### src/rtl/contador_multimodo.sv
// Multi-mode stopwatch/timer: counts prescaled ticks up to a limit or down from a preset.
// Optional CONTADOR_AUTO_RELOAD_EN: reload and keep running at the terminal value instead of stopping.
module contador_multimodo #(
    parameter int WIDTH     = 16,
    parameter int DIV_COUNT = 50000000
) (
    input  logic             clk,
    input  logic             rst_n,
    input  logic             mode,
    input  logic [WIDTH-1:0] load_val,
    input  logic             start,
    input  logic             pause,
    input  logic             clear,
    output logic [WIDTH-1:0] count,
    output logic             running,
    output logic             done
);

    localparam int PW = (DIV_COUNT > 1) ? $clog2(DIV_COUNT) : 1;
    localparam logic [PW-1:0] PRE_LAST = PW'(DIV_COUNT - 1);

    typedef enum logic [1:0] {IDLE, RUN, PAUSED, DONE} state_t;

    state_t           state;
    logic [PW-1:0]    prescaler;
    logic             mode_r;
    logic [WIDTH-1:0] limit_r;
    logic [WIDTH-1:0] next_count;
    logic             at_terminal;

    always_comb begin
        next_count  = mode_r ? (count - 1'b1) : (count + 1'b1);
        at_terminal = mode_r ? (next_count == '0) : (next_count == limit_r);
    end

    always_ff @(posedge clk or negedge rst_n) begin
        if (!rst_n) begin
            state     <= IDLE;
            count     <= '0;
            running   <= 1'b0;
            done      <= 1'b0;
            prescaler <= '0;
            mode_r    <= 1'b0;
            limit_r   <= '0;
        end else begin
            done <= 1'b0;
            if (clear) begin
                state     <= IDLE;
                count     <= '0;
                prescaler <= '0;
                running   <= 1'b0;
            end else begin
                case (state)
                    IDLE, DONE: begin
                        if (start) begin
                            mode_r    <= mode;
                            limit_r   <= load_val;
                            prescaler <= '0;
                            count     <= mode ? load_val : '0;
                            if (load_val == '0) begin
                                // Zero-length run finishes immediately.
                                state   <= DONE;
                                done    <= 1'b1;
                                running <= 1'b0;
                            end else begin
                                state   <= RUN;
                                running <= 1'b1;
                            end
                        end
                    end
                    RUN: begin
                        if (pause) begin
                            // Prescaler is frozen, so a tick due this cycle is deferred to resume.
                            state   <= PAUSED;
                            running <= 1'b0;
                        end else if (prescaler == PRE_LAST) begin
                            prescaler <= '0;
                            if (at_terminal) begin
                                done <= 1'b1;
`ifdef CONTADOR_AUTO_RELOAD_EN
                                count <= mode_r ? limit_r : '0;
`else
                                count   <= next_count;
                                state   <= DONE;
                                running <= 1'b0;
`endif
                            end else begin
                                count <= next_count;
                            end
                        end else begin
                            prescaler <= prescaler + 1'b1;
                        end
                    end
                    PAUSED: begin
                        if (start) begin
                            state   <= RUN;
                            running <= 1'b1;
                        end
                    end
                    default: begin
                        state   <= IDLE;
                        running <= 1'b0;
                    end
                endcase
            end
        end
    end

endmodule

### config.mk
export PLATFORM = sky130hd
export DESIGN_NAME = contador_multimodo
export DESIGN_NICKNAME = d
export VERILOG_FILES = /design/src/rtl/contador_multimodo.sv
export SDC_FILE = /design/constraint.sdc
export NUM_CORES = 1
export LEC_CHECK = 0
export CAP_MARGIN = 20
export CORE_ASPECT_RATIO = 1.1
export CORE_MARGIN = 1.5
export CORE_UTILIZATION = 60
export DETAILED_ROUTE_END_ITERATION = 8
export PLACE_DENSITY = 0.85
export SLEW_MARGIN = 5
export SYNTH_ARGS = -nofsm -noshare
export SYNTH_HDL_FRONTEND = slang
export SYNTH_SLANG_ARGS = --single-unit
### constraint.sdc
create_clock -name clk -period 7.4 [get_ports clk]
set_input_delay 1.48 -clock clk [delete_from_list [all_inputs] [get_ports clk]]
set_output_delay 1.48 -clock clk [all_outputs]
set_load 0.01 [all_outputs]
==> results.sh <==
export IMPL_hold_viol_final=0
export IMPL_ys_seq_elements=63
export IMPL_r2r_setup_slack_ps=3310
export IMPL_post_route_period_util_pct=55.3
export IMPL_power_density_nw_per_um2=484
export IMPL_final_area_um2=5100
export IMPL_dieArea_um2=8050
export IMPL_final_common_cell="dfrtp_1"
export IMPL_layout_min_cycle_time_ps=4090
export IMPL_avgSynthCellArea_um2=8.97
export IMPL_routed_wl_mm=11.8
export IMPL_grt_max_degree=64
export IMPL_crit_path_end_kind="register"
export IMPL_rows=32
export IMPL_fmax_mhz=244
export IMPL_mostFrequentLayoutCells="63 x dfrtp_1, 52 x nand2_1, 50 x nor2_1"
export IMPL_p_leak_uw=0.00213
export IMPL_path_delay_family="compound AO/OA/AOI/OAI gates"
export IMPL_post_dp_hpwl_mm=8.74
export IMPL_gp_congestion=0.984
export IMPL_syn_num_nets=544
export IMPL_hold_path_class="register to register"
export IMPL_synthArstFlopShare_pct=100
export IMPL_post_route_util_pct=71.5
export IMPL_crit_buf_inv=0
export IMPL_remaining_drc_errors=0
export IMPL_switching_share_pct=47.9
export IMPL_reg2reg_to="done$_DFF_PN0_"
export IMPL_slew_violations=0
export IMPL_p_seq_share_pct=22.4
export IMPL_hold_path_end="limit_r[7]$_DFFE_PN0P_"
export IMPL_tightest_slew_ps=914
export IMPL_synthCells=503
export IMPL_synth_area_leaders="dfrtp_1 35%, ha_1 5.0%, mux2_2 4.5%"
export IMPL_ir_drop_mv=0.162
export IMPL_post_cts_buffers=0
export IMPL_grt_pass1_vias=4037
export IMPL_worst_clock_skew_ps=8.16
export IMPL_p_clk_share_pct=9.6
export IMPL_placed_cell_area_um2=4940
export IMPL_drv_cap=0
export IMPL_cts_tree="yes"
export IMPL_clk_pin_slew_worst_paths_ps=60
export IMPL_wl_per_cell_um=18.8
export IMPL_clk_insertion_delay_late_ps=340
export IMPL_synth_fa_ha_area_share_pct=5.44
export IMPL_slowest_stage="dfrtp_1"
export IMPL_rr_worst_depth=10
export IMPL_cts_resized=0
export IMPL_p_sw_uw=1180
export IMPL_initial_core_util_pct=63.3
export IMPL_cts_buffer_depth=2
export IMPL_synth_seq_area_share_pct=35.0
export IMPL_ys_flop_type="dfrtp_1"
export IMPL_vias_per_cell=6.57
export IMPL_num_antenna_cells=0
export IMPL_num_vias=4111
export IMPL_drt_iter0_drc=355
export IMPL_grt_first_pass_wirelength_mm=19.7
export IMPL_fillers=545
export IMPL_rr_startpoint="mode_r$_DFFE_PN0P_"
export IMPL_synth_area_um2=4510
export IMPL_start_kind="register"
export IMPL_layout_drive_gt1_share_pct=10.4
export IMPL_synth_top_cell_by_area="dfrtp_1"
export IMPL_cts_hold_buf=0
export IMPL_arrival_ps=4350
export IMPL_clkSinkCount=63
export IMPL_cts_max_level=3
export IMPL_synth_top_family_by_area="simple AND/OR/NAND/NOR gates"
export IMPL_synth_simple_gate_area_share_pct=22.4
export IMPL_rsz0062_at_grt="false"
export IMPL_setup_violations=0
export IMPL_antenna_found_initial=0
export IMPL_muxShareOfSynthArea_pct=4.94
export IMPL_area_growth_pct=13.0
export IMPL_critPathMaxFanout=19
export IMPL_total_power_uw=2470
export IMPL_clock_tree_root_cell="clkbuf_8"
export IMPL_ioPinCount=40
export IMPL_synth_compound_area_share_pct=21.4
export IMPL_worst_ep_required_time_ps=7650
export IMPL_synth_xor_area_share_pct=7.60
export IMPL_slew_headroom_pct=38.9
export IMPL_antenna_left=0
export IMPL_die_w_um=85.7
export IMPL_hp_start="limit_r[7]$_DFFE_PN0P_"
export IMPL_yosysTopAreaCellShare_pct=35.0
export IMPL_io_buffer_count=39
export IMPL_cts_buffers=9
export IMPL_core_area_um2=7130
export IMPL_die_h_um=93.9
export IMPL_status="finished clean"
export IMPL_path_cells="ha_1 > a21oi_4 > o21ai_2 > a311o_1 > or3_1 > a2111oi_2 > o2111ai_1 > o32a_1 > or4_1 > a21oi_1"
export IMPL_yosysWarnings=0
export IMPL_final_nets=579
export IMPL_tns_ps=0
export IMPL_overflow=0
export IMPL_p_int_uw=1290
export IMPL_slowest_delay_ps=830
export IMPL_critical_path_class="register to register"
export IMPL_firstDrtPassIters=5
export IMPL_synth_edff_count=0
export IMPL_whs_path_depth=1
export IMPL_pwr_share_comb_pct=68.0
export IMPL_track_usage_pct=31.5
export IMPL_synth_distinct_cells=71
-- layout make-up --
class / instances / area, um^2 / area share (%)
inverter: 14 / 52.6 / 1.03
sequential: 63 / 1580 / 30.9
multi-input combinational: 407 / 2790 / 54.8
tap: 85 / 106 / 2.09
clock inverter: 2 / 10.0 / 0.196
clock buffer: 12 / 135 / 2.65
timing repair buffer: 43 / 423 / 8.30
-- synth_stat cells, types with 3 or more instances --
master,instances
and4_1,4
nand2b_1,6
a21o_1,9
nand4_1,10
o22ai_1,3
and3_1,7
or3_1,6
o31ai_1,5
clkbuf_1,12
xnor2_1,22
nand2_1,52
mux2_2,18
a21oi_1,24
a31o_2,4
or3b_2,3
inv_1,14
o211ai_1,3
nor4_1,9
xor2_1,12
or4_1,3
a211oi_1,4
o21ai_0,29
ha_1,18
a22oi_1,11
nor3_1,7
nand3_1,20
dfrtp_1,63
nor2b_1,6
nor2_1,50
nor3b_1,4
o22a_1,3
a211o_1,3
a31oi_1,5
-- worst max path at each step --
stage | depth (start not counted) | start | slack [ps] | end
2_1_floorplan | 11 | mode_r$_DFFE_PN0P_ | 3860 | done$_DFF_PN0_
3_3_place_gp | 5 | clear | 3340 | count[14]$_DFFE_PN0P_
3_5_place_dp | 9 | clear | 3160 | prescaler[25]$_DFFE_PN0P_
4_1_cts | 10 | mode_r$_DFFE_PN0P_ | 3310 | done$_DFF_PN0_
5_1_grt | 10 | mode_r$_DFFE_PN0P_ | 3000 | running$_DFFE_PN0P_
6_report | 10 | mode_r$_DFFE_PN0P_ | 3310 | done$_DFF_PN0_
-- stage by stage --
step                setup slack (ps)  hold WS, ps  cells
floorplan                       3860          468    503
detailed placement              3160          506    611
finish                          3310          515    626
CTS                             3310          516    625
global placement                3340          490    611
global route                    3000          538    626
-- metal layers --
metal / GRT usage (%) / vias to the layer above / routed length (um)
met5: 0 / - / 0
met4: 15.6 / 0 / 407
met3: 5.18 / 39 / 663
met2: 52.0 / 180 / 5780
met1: 39.9 / 1955 / 4900
li1: - / 1937 / -
-- state kept, by name, summed over array words and instances (netlist names) --
register / cells
prescaler: 26
count: 16
limit_r: 16
state: 2
done: 1
mode_r: 1
running: 1
-- power groups by stage --
| stage | Combinational (uW) | Clock, uW | Sequential, uW |
|---|---|---|---|
| after floorplan | 1240 | 0 | 538 |
| after CTS | 1640 | 241 | 549 |
| final | 1680 | 236 | 553 |
| after detailed placement | 1630 | 0 | 556 |
| after global routing | 1830 | 256 | 563 |
| after global placement | 1600 | 0 | 549 |
-- kinds of logic (layout without fill, tap and decap cells) --
kind of cell,count (synthesis),count (layout)
buffers and inverters,33,71
muxes,20,20
AOI/OAI and AO/OA,132,132
adders and majority gates,19,19
and+or+nand+nor,200,200
xor gates and xnor gates,36,36
DFF,63,63
-- worst reg2reg max path, cell delays in order, from the launching register on --
cell and delay (ps):
dfrtp_1 830, ha_1 500, a21oi_4 260, o21ai_2 140
a311o_1 440, or3_1 410, a2111oi_2 370, o2111ai_1 150
o32a_1 240, or4_1 500, a21oi_1 160
Note: power is estimated with default switching activity, not from simulation.
